===== src/rtl/spi_ctrl_pkg.sv =====
// Shared codes, widths and bus payload types for the SPI command sequencer.
package spi_ctrl_pkg;

    localparam int unsigned BITS_SPI     = 32;
    localparam int unsigned NUM_BUFBYTES = 10;
    localparam int unsigned RST_CYCLES   = 16;
    localparam int unsigned BITS_TO      = 20;
    localparam int unsigned BITS_RC      = $clog2(RST_CYCLES);
    localparam int unsigned BITS_ADDR    = 4;

    localparam int unsigned POS_CMD   = 28;
    localparam int unsigned POS_ADDR  = 24;
    localparam int unsigned POS_WDATA = 8;
    localparam int unsigned POS_TAG   = 0;

    typedef enum logic [3:0] {
        ST_IDLE         = 4'd0,
        ST_DUMMY        = 4'd1,
        ST_REG_SET      = 4'd2,
        ST_REG_GET      = 4'd3,
        ST_RESET_DLY    = 4'd4,
        ST_RESET_PIXEL  = 4'd5,
        ST_RESET_ANALOG = 4'd6,
        ST_DLY_CALIB    = 4'd8,
        ST_PIXEL_CALIB  = 4'd9,
        ST_MAIN_WORK    = 4'd10,
        ST_ERR          = 4'd15
    } state_t;

    localparam logic [3:0] CMD_DUMMY        = 4'd1;
    localparam logic [3:0] CMD_REG_SET      = 4'd2;
    localparam logic [3:0] CMD_REG_GET      = 4'd3;
    localparam logic [3:0] CMD_RESET_DLY    = 4'd4;
    localparam logic [3:0] CMD_RESET_PIXEL  = 4'd5;
    localparam logic [3:0] CMD_RESET_ANALOG = 4'd6;
    localparam logic [3:0] CMD_DLY_CALIB    = 4'd8;
    localparam logic [3:0] CMD_PIXEL_CALIB  = 4'd9;
    localparam logic [3:0] CMD_MAIN_WORK    = 4'd10;

    localparam logic [3:0] ERR_NONE    = 4'd0;
    localparam logic [3:0] ERR_CMD     = 4'd1;
    localparam logic [3:0] ERR_ADDR    = 4'd2;
    localparam logic [3:0] ERR_BUSY    = 4'd3;
    localparam logic [3:0] ERR_TIMEOUT = 4'd4;

    typedef struct packed {
        logic [3:0] cmd;
        logic [3:0] addr;
        logic [7:0] wdata;
        logic [3:0] tag;
    } frame_t;

    typedef struct packed {
        logic [3:0] st;
        logic [3:0] cmd;
        logic [3:0] err;
        logic [3:0] tag;
        logic [7:0] rdata;
        logic [7:0] rej;
    } reply_t;

    function automatic logic is_known_cmd(input logic [3:0] c);
        case (c)
            CMD_DUMMY, CMD_REG_SET, CMD_REG_GET, CMD_RESET_DLY, CMD_RESET_PIXEL,
            CMD_RESET_ANALOG, CMD_DLY_CALIB, CMD_PIXEL_CALIB, CMD_MAIN_WORK: return 1'b1;
            default: return 1'b0;
        endcase
    endfunction

    function automatic logic [7:0] sat_inc(input logic [7:0] v);
        return (v == 8'hFF) ? v : v + 8'd1;
    endfunction

endpackage


===== src/rtl/spi_frame_sync.sv =====
// Synchronises the SPI busy flag, detects end of frame and filters repeated or empty frames.
module spi_frame_sync
    import spi_ctrl_pkg::*;
(
    input  logic                clk,
    input  logic                rst_n_spi,
    input  logic [BITS_SPI-1:0] spi_word_i,
    input  logic                spi_busy_i,
    output logic                frame_valid,
    output frame_t              frame
);

    logic   busy_s1, busy_s2, busy_q, tag_valid;
    logic   frame_done_c, accept_c;
    frame_t word_c;
    logic   unused_bits;

    always_comb begin
        word_c.cmd   = spi_word_i[POS_CMD +: 4];
        word_c.addr  = spi_word_i[POS_ADDR +: 4];
        word_c.wdata = spi_word_i[POS_WDATA +: 8];
        word_c.tag   = spi_word_i[POS_TAG +: 4];
    end

    assign unused_bits  = ^{spi_word_i[23:16], spi_word_i[7:4]};
    assign frame_done_c = busy_q & ~busy_s2;
    // frame.tag always holds the last accepted tag, so it doubles as the repeat filter
    assign accept_c     = frame_done_c && (word_c.cmd != 4'd0)
                          && !(tag_valid && (word_c.tag == frame.tag));

    always_ff @(posedge clk or negedge rst_n_spi) begin
        if (!rst_n_spi) begin
            busy_s1     <= 1'b0;
            busy_s2     <= 1'b0;
            busy_q      <= 1'b0;
            tag_valid   <= 1'b0;
            frame_valid <= 1'b0;
            frame       <= '0;
        end else begin
            busy_s1     <= spi_busy_i;
            busy_s2     <= busy_s1;
            busy_q      <= busy_s2;
            frame_valid <= accept_c;
            if (accept_c) begin
                frame     <= word_c;
                tag_valid <= 1'b1;
            end
        end
    end

endmodule


===== src/rtl/spi_cmd_ctrl.sv =====
// SPI command sequencer: decodes host frames, owns the config bytes and sequences sub-blocks.
module spi_cmd_ctrl
    import spi_ctrl_pkg::*;
#(
    parameter int unsigned TIMEOUT_CYCLES = (1 << BITS_TO) - 1
) (
    input  logic                      clk,
    input  logic                      rst_n_spi,
    input  logic [BITS_SPI-1:0]       spi_word_i,
    input  logic                      spi_busy_i,
    output logic [BITS_SPI-1:0]       spi_reply_o,
    output logic [3:0]                state_o,
    output logic [8*NUM_BUFBYTES-1:0] cfg_o,
    output logic                      rst_dly_o,
    output logic                      rst_pixel_o,
    output logic                      rst_analog_o,
    output logic                      dly_calib_start_o,
    output logic                      pixel_calib_start_o,
    output logic                      main_start_o,
    output logic                      main_stop_o,
    input  logic                      dly_calib_done_i,
    input  logic                      pixel_calib_done_i,
    input  logic                      main_done_i
);

    logic   frame_valid;
    frame_t frame;

    spi_frame_sync u_frame_sync (
        .clk         (clk),
        .rst_n_spi   (rst_n_spi),
        .spi_word_i  (spi_word_i),
        .spi_busy_i  (spi_busy_i),
        .frame_valid (frame_valid),
        .frame       (frame)
    );

    state_t                             state, state_n;
    logic [NUM_BUFBYTES-1:0][7:0]       cfg, cfg_n;
    logic [3:0]                         err_code, err_n, last_cmd, last_cmd_n;
    logic [7:0]                         rdata, rdata_n, rej_cnt, rej_n;
    logic [BITS_RC-1:0]                 rcnt, rcnt_n;
    logic [BITS_TO-1:0]                 wd, wd_n;
    logic                               pend_q, pend_n, stop_n;
    logic                               frm_c, busy_frm_c, timeout_c, in_range_c, done_c;

    always_ff @(posedge clk or negedge rst_n_spi) begin
        if (!rst_n_spi) begin
            state               <= ST_IDLE;
            cfg                 <= '0;
            err_code            <= ERR_NONE;
            last_cmd            <= 4'd0;
            rdata               <= 8'd0;
            rej_cnt             <= 8'd0;
            rcnt                <= '0;
            wd                  <= '0;
            pend_q              <= 1'b0;
            spi_reply_o         <= '0;
            rst_dly_o           <= 1'b0;
            rst_pixel_o         <= 1'b0;
            rst_analog_o        <= 1'b0;
            dly_calib_start_o   <= 1'b0;
            pixel_calib_start_o <= 1'b0;
            main_start_o        <= 1'b0;
            main_stop_o         <= 1'b0;
        end else begin
            state               <= state_n;
            cfg                 <= cfg_n;
            err_code            <= err_n;
            last_cmd            <= last_cmd_n;
            rdata               <= rdata_n;
            rej_cnt             <= rej_n;
            rcnt                <= rcnt_n;
            wd                  <= wd_n;
            pend_q              <= pend_n;
            rst_dly_o           <= (state_n == ST_RESET_DLY);
            rst_pixel_o         <= (state_n == ST_RESET_PIXEL);
            rst_analog_o        <= (state_n == ST_RESET_ANALOG);
            dly_calib_start_o   <= (state_n == ST_DLY_CALIB) && (state != ST_DLY_CALIB);
            pixel_calib_start_o <= (state_n == ST_PIXEL_CALIB) && (state != ST_PIXEL_CALIB);
            main_start_o        <= (state_n == ST_MAIN_WORK) && (state != ST_MAIN_WORK);
            main_stop_o         <= stop_n;
            if (frm_c || (state_n != state)) begin
                spi_reply_o <= reply_t'{st: state_n, cmd: last_cmd_n, err: err_n,
                                        tag: frame.tag, rdata: rdata_n, rej: rej_n};
            end
        end
    end

    // Next state and datapath; a frame arriving as a busy state exits is deferred to IDLE
    always_comb begin
        state_n    = state;
        cfg_n      = cfg;
        err_n      = err_code;
        last_cmd_n = last_cmd;
        rdata_n    = rdata;
        rej_n      = rej_cnt;
        rcnt_n     = '0;
        wd_n       = '0;
        pend_n     = 1'b0;
        stop_n     = 1'b0;
        busy_frm_c = 1'b0;
        timeout_c  = 1'b0;
        done_c     = 1'b0;
        frm_c      = frame_valid | pend_q;
        in_range_c = frame.addr < BITS_ADDR'(NUM_BUFBYTES);

        unique case (state)
            ST_IDLE: begin
                if (frm_c) begin
                    last_cmd_n = frame.cmd;
                    if (is_known_cmd(frame.cmd)) begin
                        state_n = state_t'(frame.cmd);
                    end else begin
                        state_n = ST_ERR;
                        err_n   = ERR_CMD;
                    end
                end
            end
            ST_DUMMY: begin
                state_n = ST_IDLE;
                pend_n  = frm_c;
            end
            ST_REG_SET: begin
                if (in_range_c) begin
                    cfg_n[frame.addr] = frame.wdata;
                    rdata_n           = frame.wdata;
                    err_n             = ERR_NONE;
                end else begin
                    err_n = ERR_ADDR;
                end
                state_n = ST_IDLE;
                pend_n  = frm_c;
            end
            ST_REG_GET: begin
                if (in_range_c) begin
                    rdata_n = cfg[frame.addr];
                    err_n   = ERR_NONE;
                end else begin
                    rdata_n = 8'd0;
                    err_n   = ERR_ADDR;
                end
                state_n = ST_IDLE;
                pend_n  = frm_c;
            end
            ST_RESET_DLY, ST_RESET_PIXEL, ST_RESET_ANALOG: begin
                if (rcnt == BITS_RC'(RST_CYCLES - 1)) begin
                    state_n = ST_IDLE;
                    pend_n  = frm_c;
                end else begin
                    rcnt_n     = rcnt + 1'b1;
                    busy_frm_c = frm_c;
                end
            end
            ST_DLY_CALIB, ST_PIXEL_CALIB: begin
                wd_n   = wd + 1'b1;
                done_c = (state == ST_DLY_CALIB) ? dly_calib_done_i : pixel_calib_done_i;
                if (done_c) begin
                    state_n = ST_IDLE;
                    pend_n  = frm_c;
                end else begin
                    busy_frm_c = frm_c;
                    timeout_c  = (wd == BITS_TO'(TIMEOUT_CYCLES));
                end
            end
            ST_MAIN_WORK: begin
                if (main_done_i) begin
                    state_n = ST_IDLE;
                    pend_n  = frm_c;
                end else if (frm_c && (frame.cmd == CMD_DUMMY) && (frame.wdata == 8'hFF)) begin
                    last_cmd_n = frame.cmd;
                    stop_n     = 1'b1;
                    state_n    = ST_IDLE;
                end else begin
                    busy_frm_c = frm_c;
                end
            end
            ST_ERR: begin
                if (frm_c) begin
                    last_cmd_n = frame.cmd;
                    if (frame.cmd == CMD_DUMMY) begin
                        state_n = ST_IDLE;
                        err_n   = ERR_NONE;
                    end else begin
                        rej_n = sat_inc(rej_cnt);
                    end
                end
            end
            default: state_n = ST_IDLE;
        endcase

        if (busy_frm_c) begin
            last_cmd_n = frame.cmd;
            if (frame.cmd != CMD_DUMMY) begin
                err_n = ERR_BUSY;
                rej_n = sat_inc(rej_cnt);
            end
        end
        if (timeout_c) begin
            state_n = ST_ERR;
            err_n   = ERR_TIMEOUT;
        end
    end

    assign state_o = state;
    assign cfg_o   = cfg;

endmodule

===== config.mk =====
export PLATFORM = sky130hd
export DESIGN_NAME = spi_cmd_ctrl
export DESIGN_NICKNAME = d
export VERILOG_FILES = /design/src/rtl/spi_ctrl_pkg.sv /design/src/rtl/spi_frame_sync.sv /design/src/rtl/spi_cmd_ctrl.sv
export SDC_FILE = /design/constraint.sdc
export NUM_CORES = 1
export LEC_CHECK = 0
export ABC_AREA = 1
export CORE_MARGIN = 2
export CORE_UTILIZATION = 25
export DETAILED_ROUTE_END_ITERATION = 6
export HOLD_SLACK_MARGIN = 0.03
export MAX_ROUTING_LAYER = met4
export PLACE_DENSITY_LB_ADDON = 0.2
export SLEW_MARGIN = 20
export SYNTH_ARGS = -nofsm -noshare
export SYNTH_HDL_FRONTEND = slang
export SYNTH_SLANG_ARGS = --single-unit

===== constraint.sdc =====
create_clock -name clk -period 5 [get_ports clk]
set_clock_uncertainty 0.2 [all_clocks]
set_input_delay 1.5 -clock clk [delete_from_list [all_inputs] [get_ports clk]]
set_output_delay 1.5 -clock clk [all_outputs]
set_load 0.005 [all_outputs]

# Word-level counts from Yosys, hierarchy flattened
# Memories as Yosys holds them, arrays and structs flattened.
# Cells that the tools add are included.
# W data, S select, Z words.
# totals
register_bits	197
mem_bits_ro	16
mem_count	1
# classes
n_addsub	3
magnitude_cmp	3
eq_ne	27
muxes	58
n_bitwise	3
reduce_logical	19
# mem_list
name	depth	width	read_ports	rd_clocked_by_memory_dff	write_ports	line_no	text
(no name shown)	16	1	1	0	0	spi_ctrl_pkg.sv:63	case (c)
# ops
operator	n
$mux W4	22
$bwmux W80	1
$mux W8	10
$bmux W8 S4	1
$demux W8 S4	1
$eq A4 B4 Y1 const B	8
$eq A4 B3 Y1 const B	6
$add A20 B1 Y20 const B	1
$eq A20 B20 Y1 const B	1
$mux W20	1
$pmux W4 S5	1
$eq A8 B8 Y1 const B	2
$pmux W8 S2	1
$mux W1	15
$ne A4 B4 Y1 const B	3
$pmux W4 S3	1
$logic_and A1 B1 Y1	9
$add A8 B1 Y8 const B	1
$eq A4 B1 Y1 const B	2
$eq A4 B2 Y1 const B	2
$pmux W4 S2	1
$reduce_or A2 Y1	3
$reduce_or A3 Y1	2
$lt A4 B5 Y1 const B	1
17 further kinds	17

# Longest topological paths before layout
# logic_depth
depth_word	9
ltp_mapped	16
mapped_depth_nobuf	16

# Hierarchy
# Synthesis repeated with hierarchy kept, for this count alone.
# unflattened
hier_cells	1104
area_unflattened_um2	9117.5
# modules_own_cells
mod	instances	cells_each	area_per_inst_um2	seq_area_each_um2
spi_cmd_ctrl	1	990	8051.5	4304.1
spi_frame_sync	1	114	1066.0	625.6

# Worst setup path after synthesis
# Ideal clock, no wire load.
# synth_path
path_kind	input port to flip-flop
startpoint	input port dly_calib_done_i
endpoint	register spi_reply_o[28]
setup_time_ns	0.117
arrival_time_ns	2.684
path_slack_ns	1.999
stages	10
path_buffers	1
path_cell_list	nand3b_1 > nand2_1 > nand4_1 > nand4_1 > nand3_1 > nor2_4 > nand2_2 > buf_6 > nand2_1 > nand2_1
# synth_via
elab_chain_cells	6
elab_cells_between_ends	8
classes_between	1 x eq/ne; 6 x mux; 1 x reduce/logical
# synth_rtl
element	line_no	text
start: declaration	spi_cmd_ctrl.sv:21	input logic dly_calib_done_i,
$mux W1 (*)	spi_cmd_ctrl.sv:157	done_c = (state == ST_DLY_CALIB) ? dly_calib_done_i : pixel_calib_done_i;
$mux W4 / $mux W1 (equally long branches)	spi_cmd_ctrl.sv:158	if (done_c) begin
$pmux W4 S5 / $mux W1 (equally long branches)	spi_cmd_ctrl.sv:108	unique case (state)
$mux W4 (*)	spi_cmd_ctrl.sv:199	if (timeout_c) begin
$ne A4 B4 Y1	spi_cmd_ctrl.sv:83	if (frm_c || (state_n != state)) begin
$logic_or A1 B1 Y1	spi_cmd_ctrl.sv:83	
end signal: assignment	spi_cmd_ctrl.sv:84	spi_reply_o <= reply_t'{st: state_n, cmd: last_cmd_n, err: err_n,
end: declaration	spi_cmd_ctrl.sv:11	output logic [BITS_SPI-1:0] spi_reply_o,
# Every way passes the cells marked *; elsewhere a longest branch is shown, timed or not.
# A chain may end at the register's enable or synchronous reset.

# Worst setup path in the final report
# layout_path
startpoint	input port dly_calib_done_i
endpoint	register spi_reply_o[20]
# layout_via
elab_chain_cells	6
elab_cells_between_ends	12
classes_between	1 x eq/ne; 10 x mux; 1 x reduce/logical
# layout_rtl
element	line_no	text
$mux W1 (*)	spi_cmd_ctrl.sv:157	
$mux W4 / $mux W1 (equally long branches)	spi_cmd_ctrl.sv:158	
$pmux W4 S5 / $mux W1 (equally long branches)	spi_cmd_ctrl.sv:108	
$mux W4 (*)	spi_cmd_ctrl.sv:199	
via state_n[1]	spi_cmd_ctrl.sv:38	state_t state, state_n;
$ne A4 B4 Y1 (*)	spi_cmd_ctrl.sv:83	
$logic_or A1 B1 Y1 (*)	spi_cmd_ctrl.sv:83	
# Mark *: on every way through the listed nets, which the timed path passes. The rest lies on a longest branch.

==> results.sh <==
export IMPL_startpoint_type="input port"
export IMPL_multi_input_area_um2=3460
export IMPL_rsz0062_at_grt="no"
export IMPL_yosysSeqAreaShare=0.555
export IMPL_dieHeight_um=192
export IMPL_min_path_type="flop to flop"
export IMPL_finalCritPeriodShare=0.716
export IMPL_wirelength_mm=28.1
export IMPL_dpl_hpwl_mm=19.6
export IMPL_htreeDepth=4
export IMPL_relSlewSlack=0.481
export IMPL_cts_made_buffers=17
export IMPL_cts_buffer_depth=2
export IMPL_cts_resized=0
export IMPL_finalHoldViolCount=0
export IMPL_holdBufCountCts=0
export IMPL_clock_sinks=197
export IMPL_outcome="finished clean"
export IMPL_io_buffers=148
export IMPL_seqCellArea_um2=4930
export IMPL_min_period_ps=3580
export IMPL_fmax_mhz=280
export IMPL_grt_ovfl_total=0
export IMPL_syn2layout_area_growth_pct=28.4
export IMPL_place_congestion=0.799
export IMPL_worstPathArrival_ps=3760
export IMPL_drive_above_1_share=0.0577
export IMPL_grt_total_usage=0.163
export IMPL_num_rows=69
export IMPL_drt_initial_drc_count=472
export IMPL_cpMostUsedCell="nand2_1"
export IMPL_setup_viol_count_final=0
export IMPL_grt_pass1_vias=7630
export IMPL_avgSynthCellArea_um2=8.46
export IMPL_dieArea_um2=37000
export IMPL_synthesis_nets=1090
export IMPL_cellPowerDensity_nw_per_um2=522
export IMPL_antennaDiodeCount=0
export IMPL_grt_pass1_wl_mm=44.4
export IMPL_synth_area_um2=8880
export IMPL_cp_cell_sequence="clkdlybuf4s50_1 -> nand3b_1 -> nand2_1 -> nand4_1 -> nand3_2 -> nand2_1 -> nand3_1 -> nor2_4 -> nand2_2 -> nand2_1 -> nand2_1"
export IMPL_async_reset_ff_frac=1.00
export IMPL_grt_antenna_before_repair=0
export IMPL_dominantRegCellSynth="dfrtp_1"
export IMPL_vias=7665
export IMPL_synth_edf_count=0
export IMPL_maxSlewViolCount=0
export IMPL_crit_buf_inv=1
export IMPL_fillers=3784
export IMPL_worst_pin_slew_ps=776
export IMPL_final_net_count=1225
export IMPL_crit_fanout=32
export IMPL_cp_data_required_time_ps=5180
export IMPL_cap_violations=0
export IMPL_ir_drop_uv=415
export IMPL_syn_inst=1049
export IMPL_end_kind="flop"
export IMPL_critPathTopFamily="simple AND/OR/NAND/NOR gates"
export IMPL_die_w_um=192
export IMPL_clkTransAtPathRegs_ps=80
export IMPL_ff2ff_setup_slack_ps=1730
export IMPL_cts_root_buffer="clkbuf_16"
export IMPL_coreArea_um2=35200
export IMPL_avgViaCountPerCell=4.63
export IMPL_io_pins=161
export IMPL_cpPeakStageDelay_ps=460
export IMPL_tns_ps=0
export IMPL_grt_max_degree=76
export IMPL_cp_slowest_cell="nand2_2"
export IMPL_critPathKind="input port to flop"
export IMPL_drt_pass1_iterations=5
export IMPL_postCtsSetupBuffers=0
export IMPL_yosysWarnings=0
export IMPL_postRouteAntennaNets=0
export IMPL_wl_per_cell_um=17.0
export IMPL_initial_core_util=0.252
export IMPL_post_route_drc_count=0
export IMPL_ys_seq_elements=197
export IMPL_hold_slack_ps=157
export IMPL_clk_latency_ps=450
export IMPL_yosysUniqueCellTypes=38
export IMPL_cts_tree="built"
export IMPL_p_leak_uw=0.00514
[final cells by class]
type / count / share of cell area
clock buffers: 17 / 0.0373
clock inverters: 14 / 0.0121
inverters: 81 / 0.0267
multi-input cells: 730 / 0.303
flip-flops and latches: 197 / 0.433
well taps: 461 / 0.0506
repair buffers: 157 / 0.137
[sequential cells by signal (all words and copies together), names as in the netlist, 4 cells and up]
name and count:
cfg_o 80, err_code 4, last_cmd 4, rcnt 4
rdata 8, rej_cnt 8, spi_reply_o 32, state_o 4
u_frame_sync.frame 20, wd 20
[power breakdown]
group | switching, uW | total [uW] | leakage (uW) | internal, uW
Sequential | 364 | 2390 | 0.00264 | 2020
Combinational | 1250 | 2200 | 0.00224 | 950
Clock | 695 | 1350 | 0.000268 | 658
[per-stage QoR]
step                      worst slack [ps]  instances  power (uW)  area, um2  utilization
after floorplan                       2000       1049        3510       8880            -
after global placement                 941       1626        4630      10800        0.307
after detailed placement               936       1626        4650      10800        0.308
after CTS                             1400       1657        6050      11400        0.324
after global routing                  1110       1657        6400      11400        0.324
final                                 1420       1657        5940      11400        0.324
[placed cells by master, fill, tap and decap left out, types with 2 or more instances in the layout]
master	count
nand3_2	2
clkinv_1	2
nor3_1	10
a211oi_1	3
inv_8	3
a31oi_1	2
a21oi_1	30
nand2_2	8
clkinv_4	2
nor4_1	2
nand4_1	9
nor2_4	2
nand2_1	324
ha_1	3
nand3_1	77
nor2_1	55
nor2_2	4
nand3b_1	4
o211ai_1	8
clkinvlp_4	3
buf_4	8
dfrtp_1	197
clkinv_8	2
inv_6	3
o22ai_1	2
clkbuf_16	17
xor2_1	5
clkdlybuf4s50_1	147
o21ai_0	123
inv_1	70
xnor2_1	2
o21ai_1	5
a22oi_1	41
inv_2	9
[cell families (layout without fill, tap and decap cells)]
group	Yosys count	after routing	synth area share
buf+inv	122	269	0.0555
fa+ha+maj	3	3	0.00423
xor+xnor	7	7	0.00691
compound gates	218	218	0.140
simple gates	502	502	0.238
flops	197	197	0.555
[path summary, 6_finish.rpt]
check                                           from                     end  cells after the start
min in group asynchronous                  rst_n_spi         spi_reply_o[24]                      1
worst min register to register  u_frame_sync.busy_s1    u_frame_sync.busy_s2                      0
worst min-delay path            u_frame_sync.busy_s1    u_frame_sync.busy_s2                      0
worst max-delay path                dly_calib_done_i         spi_reply_o[20]                     11
max in group asynchronous                  rst_n_spi  u_frame_sync.frame[11]                      2
worst max register to register            state_o[3]         spi_reply_o[20]                     12
[cells in the mapped netlist, drive strengths merged, types with 2 or more instances]
library cell  count  area [um2]
nand3b            4        30.0
nand3            79         405
inv              79         297
nand4             9        56.3
a211oi            3        22.5
nor4              2        12.5
a21oi            30         150
o21ai           129         649
ha                3        37.5
nor2             61         254
a22oi            41         308
o22ai             2        12.5
a31oi             2        12.5
nor3             12        71.3
xor2              5        43.8
nand2           332        1270
buf              14        87.6
o211ai            8        60.1
clkbuf           27         101
dfrtp           197        4930
clkinv            2        7.51
xnor2             2        17.5
[layer usage]
layer	wire length, um	part of all wire	track usage
met1	13300	0.47	0.217
met2	12700	0.45	0.245
met3	1610	0.057	0.0402
met4	485	0.017	0.0479
met5	0	0	-
(Power assumes the default switching activity.)
